File: src/rtl/regfile_wb_arbiter.sv
// regfile_wb_arbiter
//   Shares the single register-file write port between the ALU (requester 0)
//   and the load/store unit (requester 1). A round-robin pointer decides which
//   requester wins when both are valid. The grant is combinational, and the
//   regfile write strobe is registered. Writes that target x0 are accepted but
//   produce no write strobe.
//
//   Optional feature macro: WB_ARB_CLEAR_EN
//     When this macro is defined, a post-reset sequence writes zero to
//     x1..x(NREG-1), one register per cycle, before either requester is served.
//     When it is undefined, the block leaves reset already arbitrating, and
//     init_busy is tied low.
//
// Ports
//   clk                    : clock, rising edge
//   rstn                   : asynchronous active-low reset
//   req0_valid/reg/data    : ALU writeback request
//   req0_ready             : ALU request accepted this cycle
//   req1_valid/reg/data    : LSU writeback request
//   req1_ready             : LSU request accepted this cycle
//   write_reg/data/en      : registered regfile write port
//   init_busy              : clear sequence in progress
//
// State table (present only with WB_ARB_CLEAR_EN)
//   state    | meaning
//   ST_CLEAR | zeroing x1..x(NREG-1), requesters held off
//   ST_ARB   | round-robin arbitration of writeback requests (terminal)

module regfile_wb_arbiter #(
  parameter int NREG = 32,
  parameter int XLEN = 32
) (
  input  logic            clk,
  input  logic            rstn,
  input  logic            req0_valid,
  input  logic [4:0]      req0_reg,
  input  logic [XLEN-1:0] req0_data,
  output logic            req0_ready,
  input  logic            req1_valid,
  input  logic [4:0]      req1_reg,
  input  logic [XLEN-1:0] req1_data,
  output logic            req1_ready,
  output logic [4:0]      write_reg,
  output logic [XLEN-1:0] write_data,
  output logic            write_en,
  output logic            init_busy
);

  // The register index is 5 bits wide, so the register file cannot hold more
  // than 32 entries.
  if (NREG < 2 || NREG > 32) begin : g_nreg_range
    $error("regfile_wb_arbiter: NREG must be within 2..32");
  end

  logic            w_clearing;
  logic [4:0]      w_idx;
  logic            w_gnt_vld;
  logic            w_gnt;
  logic [4:0]      w_sel_reg;
  logic [XLEN-1:0] w_sel_data;

  logic            r_ptr;
  logic            r_write_en;
  logic [4:0]      r_write_reg;
  logic [XLEN-1:0] r_write_data;

`ifdef WB_ARB_CLEAR_EN
  typedef enum logic {ST_CLEAR, ST_ARB} state_t;

  localparam logic [4:0] LAST_IDX = 5'(NREG - 1);

  state_t     r_state;
  state_t     w_state_nxt;
  logic [4:0] r_idx;
  logic [4:0] w_idx_nxt;

  always_ff @(posedge clk or negedge rstn) begin
    if (!rstn) begin
      r_state <= ST_CLEAR;
      r_idx   <= 5'd1;
    end else begin
      r_state <= w_state_nxt;
      r_idx   <= w_idx_nxt;
    end
  end

  always_comb begin
    w_state_nxt = r_state;
    w_idx_nxt   = r_idx;
    if (r_state == ST_CLEAR) begin
      w_idx_nxt = r_idx + 5'd1;
      if (r_idx == LAST_IDX) begin
        w_state_nxt = ST_ARB;
      end
    end
  end

  assign w_clearing = (r_state == ST_CLEAR);
  assign w_idx      = r_idx;
  assign init_busy  = w_clearing;
`else
  assign w_clearing = 1'b0;
  assign w_idx      = 5'd0;
  assign init_busy  = 1'b0;
`endif

  // The grant is gated with rstn so that both readys are low during reset.
  // The readys also depend on the valids, so a requester must raise valid
  // without waiting for ready.
  always_comb begin
    w_gnt_vld = 1'b0;
    w_gnt     = 1'b0;
    if (rstn && !w_clearing) begin
      case ({req1_valid, req0_valid})
        2'b01: begin
          w_gnt_vld = 1'b1;
          w_gnt     = 1'b0;
        end
        2'b10: begin
          w_gnt_vld = 1'b1;
          w_gnt     = 1'b1;
        end
        2'b11: begin
          w_gnt_vld = 1'b1;
          w_gnt     = r_ptr;
        end
        default: begin
          w_gnt_vld = 1'b0;
          w_gnt     = 1'b0;
        end
      endcase
    end
  end

  assign w_sel_reg  = w_gnt ? req1_reg  : req0_reg;
  assign w_sel_data = w_gnt ? req1_data : req0_data;

  assign req0_ready = w_gnt_vld & ~w_gnt;
  assign req1_ready = w_gnt_vld &  w_gnt;

  // An x0 request still moves the pointer, so it consumes its turn in the
  // round-robin like any other request.
  always_ff @(posedge clk or negedge rstn) begin
    if (!rstn) begin
      r_write_en   <= 1'b0;
      r_write_reg  <= 5'd0;
      r_write_data <= '0;
      r_ptr        <= 1'b0;
    end else if (w_clearing) begin
      r_write_en   <= 1'b1;
      r_write_reg  <= w_idx;
      r_write_data <= '0;
    end else if (w_gnt_vld) begin
      r_write_en   <= (w_sel_reg != 5'd0);
      r_write_reg  <= w_sel_reg;
      r_write_data <= w_sel_data;
      r_ptr        <= ~w_gnt;
    end else begin
      r_write_en   <= 1'b0;
    end
  end

  assign write_en   = r_write_en;
  assign write_reg  = r_write_reg;
  assign write_data = r_write_data;

endmodule

File: config.mk
export PLATFORM = sky130hd
export DESIGN_NAME = regfile_wb_arbiter
export DESIGN_NICKNAME = d
export VERILOG_FILES = /design/src/rtl/regfile_wb_arbiter.sv
export SDC_FILE = /design/constraint.sdc
export NUM_CORES = 1
export LEC_CHECK = 0
export BUFFER_PORTS_ARGS = -buffer_cell sky130_fd_sc_hd__buf_2
export CAP_MARGIN = 0
export CORE_AREA = 5 5 75 77
export CTS_BUF_LIST = sky130_fd_sc_hd__clkbuf_4 sky130_fd_sc_hd__clkbuf_8
export DETAILED_ROUTE_END_ITERATION = 16
export DIE_AREA = 0 0 80 82
export GPL_ROUTABILITY_DRIVEN = 0
export GPL_TIMING_DRIVEN = 0
export PLACE_DENSITY = 0.85
export SYNTH_ARGS = -nofsm -noshare
export SYNTH_HDL_FRONTEND = slang
export SYNTH_SLANG_ARGS = --single-unit
File: constraint.sdc
create_clock -name clk -period 3.4 [get_ports clk]
set_input_delay 0.85 -clock clk [delete_from_list [all_inputs] [get_ports clk]]
set_output_delay 0.85 -clock clk [all_outputs]
set_load 0.05 [all_outputs]
==> impl_metrics.ini <==
[floorplan]
die_h_um = 82
io_pins = 119
core_area_sq_um = 4940
start_util_pct = 44.3
die_w_um = 80
rows = 26
die-area_sq_um = 6560

[synth]
ys_types = 22
synth_top_flop_cell = dfrtp_1
ys_ff_latch = 39
synth_edf_count = 0
synth.net_count = 313
syn_area_per_cell_sq_um = 9.31
synthArstFlopShare_pct = 100
ys_seq_area_share_pct = 44.6
ys_warn_count = 0
synthCells = 235
synth_area_sq_um = 2190

[critical_path]
reg2reg_slack_ps = 2130
startpoint_type = primary input
r2r_end = write_reg[4]$_DFFE_PN0P_
required_ps = 2550
arrival_ps = 2270
critPathMaxFanout = 42
crit_type = in -> out
r2r_cells = 3
endpoint_kind = primary output
regToRegStartpoint = r_ptr$_DFFE_PN0P_

[clock_tree]
clk_path_buf_depth = 2
post_cts_buffers = 0
cts_hold_buf = 0
clk_latency_ps = 290
cts_tree = done
htree_num_levels = 2
cts.clk_slew.worst_paths_ps = 70
clock-sinks = 39
cts_resized = 1
root_buffer = clkbuf_8
cts_inserted_buffers = 5

[power_and_ir_drop]
switchingPower_uw = 613
internal-power_uw = 879
power_density_nw_per_um2 = 503
power_leakage_nw = 1.32
ir_drop_v = 0.000207
switching_share_pct = 41.1
p_comb_share_pct = 38.6
power.total_mw = 1.49
pwr-share-seq_pct = 37.7
clkPwrFrac_pct = 23.7

[final_layout]
nFillCells = 479
syn_to_final_growth_pct = 35.6
nNetsFinal = 437
final_cell_mix = buf_2 (135), nor2_1 (41), dfrtp_1 (39), o2111ai_1 (37), a31oi_1 (37)
layout_commonest_cell = buf_2
antennaDiodeCount = 0
largest_register_ffs = 32
drive_gt1_share_pct = 46.7

[sta]
fin_ws_ps = 279
worst_pin_slew_ps = 535
slew_headroom_pct = 64.3
timing_hold_violations_final = 0
finClkSkew_ps = 4.73
grt_setup_unrepaired = no
period_needed_ps = 3120
layout_worst_path_cycle_share_pct = 91.8
maxSlewViolCount = 0
fmax_mhz = 320
setup_violations = 0

[global_routing]
antenna_found_initial = 0
grt_pass1_wl_um = 11800
grt-ovfl-total = 0
first_global_vias = 2482
track_usage_pct = 22.8
grt_max_degree = 43

[run]
drv_cap = 0

[route]
antenna_left = 0
firstDrtPassIters = 4
drt_iter0_drc = 177
viasPerCell = 5.74
avgRoutedWirePerCell_um = 16.8
vias = 2467
wirelength_um = 7210
drcViolationCount = 0

[min_path]
hold_class = in -> async

[placed_design]
portBuffers = 117
place_ws_ps = -99.7
hpwl_um = 5200

[outcome]
outcome = finished, final reports clean
-- per-stage QoR --
step	utilization, %	setup TNS (ps)	area, sq um	std cells	hold slack (ps)
final	60.0	0	2970	430	539
after global routing	60.0	0	2970	430	569
after CTS	60.0	0	2970	430	552
after detailed placement	57.9	-181	2860	422	537
after global placement	57.9	-93.1	2860	422	525
after floorplan	-	0	2190	235	554
-- Yosys cell counts, types with 2 or more instances --
library cell	number	area, sq um
dfrtp_1	39	976
o2111ai_1	37	324
buf_6	2	22.5
buf_4	7	52.6
o21ai_0	28	140
a31oi_1	37	231
clkbuf_1	2	7.51
o21ai_2	10	87.6
nor2_1	41	154
buf_2	19	95.1
nand2_1	2	7.51
-- routing by layer --
layer  global-route usage (%)  vias to the layer above  wire (um)
met5                        0                        -          0
met4                     3.89                        0         49
met3                     5.70                        7        573
met2                     40.6                      105       3690
met1                     28.2                     1192       2890
li1                         -                     1163          -
-- worst max path at each step --
stage | startpoint | end | slack (ps) | cells after the start
5_1_grt | rstn | req1_ready | 110 | 6
3_5_place_dp | rstn | req1_ready | -100 | 6
6_report | rstn | req1_ready | 280 | 6
2_1_floorplan | req0_valid | req0_ready | 990 | 4
3_3_place_gp | rstn | req1_ready | -90 | 6
4_1_cts | rstn | req1_ready | 230 | 6
-- cell type report --
cell class / instances / area, sq um / area share [%]
flip-flops and latches: 39 / 976 / 32.9
inverters: 2 / 7.51 / 0.253
well taps: 70 / 87.6 / 2.95
plain buffers: 32 / 203 / 6.83
repair buffers: 117 / 588 / 19.8
multi-input cells: 162 / 1000 / 33.8
clock buffers: 8 / 104 / 3.50
-- cell families after synthesis --
logic type	synth area share (%)
AO/OA/AOI/OAI	36.5
other	0.171
buffers and inverters	9.60
AND/OR/NAND/NOR	9.09
flip-flops	44.6
-- power by group through the flow --
stage,sequential [mW],clock (mW),combinational (mW)
after CTS,0.563,0.363,0.579
after global routing,0.573,0.389,0.614
after detailed placement,0.572,0,0.578
after floorplan,0.795,0,0.176
final,0.562,0.354,0.576
after global placement,0.568,0,0.570
-- worst max-delay path, stage by stage --
cell and delay [ps]:
buf_4 430, nand2_1 160, buf_2 220, buf_6 180, nor2_4 130, buf_2 280
No activity file was read; power rests on OpenSTA's default activity.
